`config.mk`:
```
export PLATFORM = sky130hd
export DESIGN_NAME = dmx_frame_scheduler
export DESIGN_NICKNAME = d
export VERILOG_FILES = /design/src/rtl/dmx_frame_scheduler.sv
export SDC_FILE = /design/constraint.sdc
export NUM_CORES = 2
export LEC_CHECK = 0
export CAP_MARGIN = 15
export CORE_MARGIN = 4
export CORE_UTILIZATION = 40
export DETAILED_ROUTE_END_ITERATION = 6
export HOLD_SLACK_MARGIN = 0.05
export PLACE_DENSITY_LB_ADDON = 0.25
export SKIP_LAST_GASP = 1
export SYNTH_ARGS = -nofsm -noshare
export SYNTH_HDL_FRONTEND = slang
export SYNTH_SLANG_ARGS = --single-unit
```
`constraint.sdc`:
```
create_clock -name dmxclk -period 29.9 [get_ports dmxclk]
set_input_delay 4.485 -clock dmxclk [delete_from_list [all_inputs] [get_ports dmxclk]]
set_output_delay 4.485 -clock dmxclk [all_outputs]
set_load 0.02 [all_outputs]
```
`src/rtl/dmx_frame_scheduler.sv`:
```
// Frame scheduler and channel store for the DMX transmitter.
// Paces frame starts with a free-running period timer, arbitrates slot writes
// from two requesters (A/B, round-robin on contention) and serves the
// transmitter through a registered read port.
// Build option: define DMX_DOUBLE_BUFFER_EN for a back/front bank pair with a
// per-frame COPY snapshot; without it a single bank is used and COPY is skipped.
module dmx_frame_scheduler #(
  parameter int unsigned SLOTS        = 512,
  parameter int unsigned FRAME_PERIOD = 44000
) (
  input  logic       dmxclk,
  input  logic       dmxrst_n,
  input  logic       sched_en,
  input  logic       a_req,
  input  logic [8:0] a_addr,
  input  logic [7:0] a_data,
  output logic       a_gnt,
  input  logic       b_req,
  input  logic [8:0] b_addr,
  input  logic [7:0] b_data,
  output logic       b_gnt,
  output logic       tx_start,
  input  logic       tx_done,
  input  logic [8:0] tx_rd_addr,
  output logic [7:0] tx_rd_data,
  output logic [15:0] frame_count,
  output logic       overrun
);

  localparam logic [9:0]  SlotsW     = 10'(SLOTS);
  localparam logic [8:0]  LastSlot   = 9'(SLOTS - 1);
  localparam logic [31:0] PeriodLast = 32'(FRAME_PERIOD - 1);

  typedef enum logic [2:0] {StClear, StWait, StCopy, StStart, StTx} state_e;

  state_e      state_q;
  logic [8:0]  slot_q;        // CLEAR / COPY slot walker
  logic [31:0] timer_q;
  logic        pending_q;     // one buffered expiry that arrived outside WAIT
  logic        overrun_q;
  logic        tx_start_q;
  logic [15:0] frame_count_q;
  logic        rr_ptr_q;      // 0: A wins next contest, 1: B wins
  logic [7:0]  rd_data_q;

  logic        accept;
  logic        contested;
  logic [8:0]  wr_addr;
  logic [7:0]  wr_data;
  logic        wr_en;
  logic        expiry;
  logic        last_slot;

  // Memory write port controls
  logic        front_we;
  logic [8:0]  front_waddr;
  logic [7:0]  front_wdata;
  logic [7:0]  front_mem [512];
`ifdef DMX_DOUBLE_BUFFER_EN
  logic        back_we;
  logic [8:0]  back_waddr;
  logic [7:0]  back_wdata;
  logic [7:0]  back_mem [512];
`endif

  // Grant decode: writes blocked only while clearing; pointer breaks ties
  always_comb begin
    accept    = (state_q != StClear);
    contested = a_req && b_req;
    a_gnt     = accept && a_req && (!b_req || !rr_ptr_q);
    b_gnt     = accept && b_req && (!a_req || rr_ptr_q);
    wr_addr   = a_gnt ? a_addr : b_addr;
    wr_data   = a_gnt ? a_data : b_data;
    // Out-of-range writes are granted but dropped here
    wr_en     = (a_gnt || b_gnt) && ({1'b0, wr_addr} < SlotsW);
    expiry    = (state_q != StClear) && sched_en && (timer_q == PeriodLast);
    last_slot = (slot_q == LastSlot);
  end

  // Frame FSM, timer, pending/overrun tracking and registered outputs
  always_ff @(posedge dmxclk or negedge dmxrst_n) begin
    if (!dmxrst_n) begin
      state_q       <= StClear;
      slot_q        <= 9'd0;
      timer_q       <= 32'd0;
      pending_q     <= 1'b0;
      overrun_q     <= 1'b0;
      tx_start_q    <= 1'b0;
      frame_count_q <= 16'd0;
      rr_ptr_q      <= 1'b0;
    end else begin
      tx_start_q <= 1'b0;

      if (state_q == StClear || !sched_en || expiry) begin
        timer_q <= 32'd0;
      end else begin
        timer_q <= timer_q + 32'd1;
      end

      if (accept && contested) begin
        rr_ptr_q <= !rr_ptr_q;
      end

      if (!sched_en) begin
        pending_q <= 1'b0;
      end else if (expiry && state_q != StWait) begin
        pending_q <= 1'b1;
      end

      if (expiry && state_q != StWait) begin
        overrun_q <= 1'b1;
      end

      unique case (state_q)
        StClear: begin
          slot_q <= slot_q + 9'd1;
          if (last_slot) begin
            slot_q  <= 9'd0;
            state_q <= StWait;
          end
        end
        StWait: begin
          if (expiry || (pending_q && sched_en)) begin
            pending_q <= 1'b0;
`ifdef DMX_DOUBLE_BUFFER_EN
            slot_q    <= 9'd0;
            state_q   <= StCopy;
`else
            state_q       <= StStart;
            tx_start_q    <= 1'b1;
            frame_count_q <= frame_count_q + 16'd1;
`endif
          end
        end
        StCopy: begin
          slot_q <= slot_q + 9'd1;
          if (last_slot) begin
            slot_q        <= 9'd0;
            state_q       <= StStart;
            tx_start_q    <= 1'b1;
            frame_count_q <= frame_count_q + 16'd1;
          end
        end
        StStart: begin
          state_q <= StTx;
        end
        StTx: begin
          if (tx_done) begin
            state_q <= StWait;
          end
        end
        default: begin
          state_q <= StClear;
        end
      endcase
    end
  end

  // Bank write-port steering: CLEAR zeroes, arbiter writes, COPY snapshots
  always_comb begin
    front_we    = 1'b0;
    front_waddr = slot_q;
    front_wdata = 8'h00;
`ifdef DMX_DOUBLE_BUFFER_EN
    back_we     = 1'b0;
    back_waddr  = slot_q;
    back_wdata  = 8'h00;
    if (state_q == StClear) begin
      back_we  = 1'b1;
      front_we = 1'b1;
    end else begin
      back_we     = wr_en;
      back_waddr  = wr_addr;
      back_wdata  = wr_data;
      front_we    = (state_q == StCopy);
      // Reads the pre-write value, so a same-cycle write to this slot stays back-only
      front_wdata = back_mem[slot_q];
    end
`else
    if (state_q == StClear) begin
      front_we = 1'b1;
    end else begin
      front_we    = wr_en;
      front_waddr = wr_addr;
      front_wdata = wr_data;
    end
`endif
  end

  // Slot storage (no reset; contents are initialised by CLEAR)
  always_ff @(posedge dmxclk) begin
    if (front_we) begin
      front_mem[front_waddr] <= front_wdata;
    end
`ifdef DMX_DOUBLE_BUFFER_EN
    if (back_we) begin
      back_mem[back_waddr] <= back_wdata;
    end
`endif
  end

  // Registered read port; out-of-range addresses return zero
  always_ff @(posedge dmxclk or negedge dmxrst_n) begin
    if (!dmxrst_n) begin
      rd_data_q <= 8'h00;
    end else if ({1'b0, tx_rd_addr} < SlotsW) begin
      rd_data_q <= front_mem[tx_rd_addr];
    end else begin
      rd_data_q <= 8'h00;
    end
  end

  assign tx_start    = tx_start_q;
  assign tx_rd_data  = rd_data_q;
  assign frame_count = frame_count_q;
  assign overrun     = overrun_q;

endmodule

```
Yosys cells after proc, flatten, opt, wreduce, memory -nomap -nowiden
Memory sizes are Yosys's and may differ from the RTL's. A register that Yosys moved wholly into a read port is not among the register bits.
Index checks and enable logic that the tools add are counted.
{ "totals": {"reg_bits": 64, "ram_bits": 4096, "in_bits": 49, "out_inout_bits": 28, "wordCells": 74, "mem_count": 1} }
{ "mem_list": {"columns": ["name", "words", "width", "rd", "rd_clocked_by_memory_dff", "wr", "line_no", "text"], "rows": [
  ["front_mem", 512, 8, 1, 1, 1, "58", "logic [7:0] front_mem [512];"]
]} }
{ "op_classes": {"addsub": 3, "n_eq_ne": 11, "n_mux": 24, "n_reduce_logical": 27} }
{ "op_table": {"columns": ["operator", "n"], "rows": [
  ["$add A32 B1 Y32 const B", 1],
  ["$eq A32 B16 Y1 const B", 1],
  ["$mux W16", 2],
  ["$mux W32", 1],
  ["$pmux W16 S2", 1],
  ["$mux W9", 3],
  ["$add A16 B1 Y16 const B", 1],
  ["$mux W8", 2],
  ["$pmux W3 S5", 1],
  ["$mux W3", 4],
  ["$logic_and A1 B1 Y1", 10],
  ["$add A9 B1 Y9 const B", 1],
  ["$eq A9 B9 Y1 const B", 1],
  ["$mux W1", 9],
  ["$ne A2 B2 Y1 const B", 4],
  ["$eq A3 B2 Y1 const B", 2],
  ["$logic_or A1 B1 Y1", 6],
  ["$logic_not A1 Y1", 5],
  ["$reduce_and A4 Y1", 1],
  ["$eq A3 B1 Y1 const B", 1],
  ["$eq A3 B3 Y1 const B", 1],
  ["$logic_not A3 Y1", 1],
  ["$ne A3 B1 Y1 const B", 1],
  ["$reduce_and A3 Y1", 1],
  ["4 further kinds", 4]
]} }

Depth between registers and ports, before layout
{ "logic_depth": {"depth_word": 8, "mapped_depth": 14, "mapped_depth_nobuf": 8} }

Worst setup path after synthesis
Ideal clock, no wire load.
{ "synth_timing": {"path_type": "input port to flip-flop", "startpoint": "in b_req", "endpoint": "mem front_mem[0][6] (data pin)", "setup_ns": 4.167, "arrival_ns": 25.203, "t_required_ns": 25.733, "setup_slack_ns": 0.531, "cell_stages": 6, "n_path_buf": 3, "path_cell_list": "nand2_1 -> and3_1 -> buf_2 -> clkbuf_1 -> clkbuf_1 -> o21ai_0"} }
{ "synth_via": {"elab_chain_len": 5} }
{ "synth_lines": {"columns": ["element", "line_no", "text"], "rows": [
  ["start, declared", "18", "input logic b_req,"],
  ["$logic_not A1 Y1", "70", "a_gnt = accept && a_req && (!b_req || !rr_ptr_q);"],
  ["$logic_or A1 B1 Y1", "70", null],
  ["$logic_and A1 B1 Y1", "70", null],
  ["via a_gnt", "17", "output logic a_gnt,"],
  ["$mux W8", "73", "wr_data = a_gnt ? a_data : b_data;"],
  ["$mux W8", "180", "if (state_q == StClear) begin"],
  ["via front_wdata[6]", "57", "logic [7:0] front_wdata;"],
  ["end, declared", "58", null]
]} }
The timed path passes the listed nets, and every way through them passes these cells.

==> flow_summary.yaml <==
run_status:
  status: "complete, no violations"
critical_path:
  crit_start: "tx_rd_addr[0]"
  timing.critical_path.buf_inv: 7
  slowest_stage: "nor4b_1"
  worstSetupPathType: "input port to flop"
  worst-path-stages: 14
  r2r_end: "front_mem[109][7]$_DFFE_PP_"
  slowest_delay_ps: 1080
  cp_max_fo: 104
  critPathMostFrequentCell: "buf_4"
  path_cells: "buf_16, buf_4, buf_12, buf_4, buf_4, buf_4, buf_4, mux2i_1, o221ai_1, o22ai_1, o21ai_0, nor4b_1, a211o_1, o211a_1"
  critPathArrivalTime_ps: 12330
  cp.required_ps: 30800
  crit_path_end_kind: "flop"
  reg2reg_depth: 8
  rrSetupSlack_ps: 24220
  crit_family: "buffers and inverters"
  regToRegStartpoint: "state_q[2]$_DFFE_PN0P_"
  startpoint_type: "input port"
logic_synthesis:
  syn_inst: 8567
  synth-edff-count: 4096
  avgSynthCellArea_um2: 19.2
  synthFlopType: "edfxtp_1"
  yosys_warnings: 0
  synth-async-reset-ratio_pct: 1.73
  synth_seq_cells: 4168
  syn-num-nets: 8620
  synth_area_um2: 164000
  ys_seq_area_share_pct: 75.9
  ys_types: 87
clocking:
  cts_tree: "done"
  cts-resized-gates: 0
  postCtsSetupBuffers: 0
  cts.clk_slew.worst_paths_ps: 70
  cts.htree.levels: 5
  clock_latency_ps: 980
  cts_sinks: 4168
  cts-root-buf: "clkbuf_16"
  cts_hold_buf: 0
  clockBufferDepth: 4
  cts_inserted_buffers: 409
drt:
  m1WireLength_um: 190000
  via_count: 86900
  viasPerCell: 5.98
  firstDrtPassIters: 6
  wl_met3_um: 44500
  met2_wirelength_um: 221000
  wl_per_cell_um: 32.5
  wl_um: 472000
  drc_errors: 0
  drtIter0Drc: 10800
  postRouteAntennaNets: 0
  top_layer: "met5"
die:
  fp.dieW_um: 649
  chipHeight_um: 649
  num_io_pins: 77
  die_area_um2: 421000
  core_area_um2: 410000
  rows: 235
  start_util_pct: 40.1
sta:
  finalCriticalPeriod_ps: 11430
  setup_ws_ps: 18470
  clock_skew_ps: 53.0
  setup-violations-final: 0
  grt_setup_unrepaired: "false"
  final-hold-violation-count: 0
  worstMarginPinSlew_ps: 1370
  min_period_over_period_pct: 38.2
  fin_tns_setup_ps: 0
  drv_slew: 0
  max_freq_ghz: 0.0875
  relSlewSlack_pct: 8.44
placement:
  dpl.hpwl_um: 283000
  gp_congestion: 0.831
  placed_area_um2: 171000
  place_ws_ps: 17500
  portBuffers: 76
power:
  p_leak_uw: 0.0573
  power_uw: 12000
  peakVddDrop_mv: 0.0453
  power.density_nw_per_um2: 65.2
hold_path:
  min_to: "frame_count[15]$_DFFE_PN0P_"
  hold_class: "flop to flop"
  hold_depth: 1
  min-delay-start: "frame_count[15]$_DFFE_PN0P_"
job:
  max_cap_violations: 0
layout:
  final_area_um2: 185000
  final_common_cell: "edfxtp_1"
  area_delta_synth_final_pct: 12.2
  drive_above_1_share_pct: 16.8
  nets: 8766
  n_fill_cell: 34400
  final_cell_mix: "4096 x edfxtp_1, 789 x mux2i_1, 666 x nor2_1, 628 x mux4_2, 415 x clkbuf_16"
global_routing:
  grt-ovfl-total: 0
  antenna_found_initial: 39
  grt_pass1_wl_um: 665000
  first_global_vias: 86200
  grt_max_degree: 199
  gr-usage-all-layers_pct: 21.9
==> synth_stat cells (10+ instances only) <==
| cell type | instances | area, um2 |
|---|---|---|
| a211oi_1 | 30 | 225 |
| a21oi_1 | 175 | 876 |
| a221oi_1 | 19 | 166 |
| a22oi_1 | 21 | 158 |
| a31oi_1 | 44 | 275 |
| and2_1 | 30 | 188 |
| and3_1 | 29 | 181 |
| and4_1 | 10 | 87.6 |
| buf_1 | 45 | 169 |
| buf_2 | 74 | 370 |
| buf_4 | 50 | 375 |
| buf_6 | 97 | 1090 |
| buf_8 | 13 | 195 |
| clkbuf_1 | 253 | 950 |
| dfrtp_1 | 72 | 1800 |
| edfxtp_1 | 4096 | 123000 |
| mux2_2 | 38 | 428 |
| mux2i_1 | 789 | 7900 |
| mux4_1 | 19 | 499 |
| mux4_2 | 628 | 14100 |
| nand2_1 | 230 | 863 |
| nand2b_1 | 15 | 93.8 |
| nand3_1 | 72 | 360 |
| nand4_1 | 37 | 231 |
| nor2_1 | 671 | 2520 |
| nor2b_1 | 11 | 68.8 |
| nor3_1 | 119 | 596 |
| nor4_1 | 35 | 219 |
| o21a_1 | 16 | 120 |
| o21ai_0 | 124 | 621 |
| o221ai_1 | 262 | 2290 |
| o22ai_1 | 214 | 1340 |
| or3_1 | 14 | 87.6 |
| xnor2_1 | 25 | 219 |
| xor2_1 | 20 | 175 |
==> per-layer routing <==
metal	GRT usage, %	up-vias
met2	34.3	4360
met5	0	-
li1	-	35600
met1	30.6	46200
met4	7.12	8
met3	4.68	725
==> power by group <==
group	internal, uW	switching, uW
combinational	168	299
clock	3030	2220
sequential	6320	9.09
total	9510	2520
==> cell families (layout without fill, tap and decap cells) <==
| logic type | count (synthesis) | count (layout) | synth area share (%) |
|---|---|---|---|
| and+or+nand+nor | 1313 | 1313 | 3.55 |
| other | 0 | 31 | 0 |
| buffers and inverters | 549 | 1038 | 2.03 |
| xor gates and xnor gates | 45 | 45 | 0.240 |
| AOI/OAI and AO/OA | 1014 | 1014 | 4.28 |
| DFF | 4168 | 4168 | 75.9 |
| muxes | 1474 | 1474 | 14.0 |
| adders and majority gates | 4 | 4 | 0.0304 |
==> metrics by stage <==
stage	util, %	hold WS [ps]	instances
5_1_grt	45.0	505	14500
2_1_floorplan	-	466	8567
6_report	45.0	485	14500
3_3_place_gp	41.7	466	13700
4_1_cts	45.0	489	14500
3_5_place_dp	41.7	470	13700
==> worst register-to-register path, delay by kind of cell, from the launching register on <==
kind / cells / cell delay [ps]
multiplexers: 1 / 250
AO/OA/AOI/OAI: 1 / 410
flip-flops: 1 / 560
buffers and inverters: 1 / 590
AND/OR/NAND/NOR: 5 / 3490
==> worst max path at each step <==
| stage | slack [ps] | endpoint |
|---|---|---|
| 2_1_floorplan | 530 | front_mem[0][6]$_DFFE_PP_ |
| 6_report | 18470 | tx_rd_data[0]$_DFF_PN0_ |
| 3_5_place_dp | 17500 | tx_rd_data[0]$_DFF_PN0_ |
| 5_1_grt | 18060 | tx_rd_data[0]$_DFF_PN0_ |
| 3_3_place_gp | 17060 | tx_rd_data[7]$_DFF_PN0_ |
| 4_1_cts | 18550 | tx_rd_data[0]$_DFF_PN0_ |
==> final cells by class <==
class	instances	area, um2	area share, %
Sequential cell	4168	125000	67.6
Multi-Input combinational cell	3850	36700	19.9
Clock buffer	490	10700	5.79
Tap cell	5451	6820	3.70
Clock inverter	264	2890	1.57
Timing Repair Buffer	274	2510	1.36
Antenna cell	31	77.6	0.0420
Inverter	10	52.6	0.0285
==> flip-flops by register name (all words and copies together) (netlist names) <==
name / count
rr_ptr_q: 1
state_q: 3
pending_q: 1
tx_rd_data: 8
tx_start: 1
slot_q: 9
frame_count: 16
front_mem: 4096
overrun: 1
timer_q: 32
Note: power is estimated with default switching activity, not from simulation.
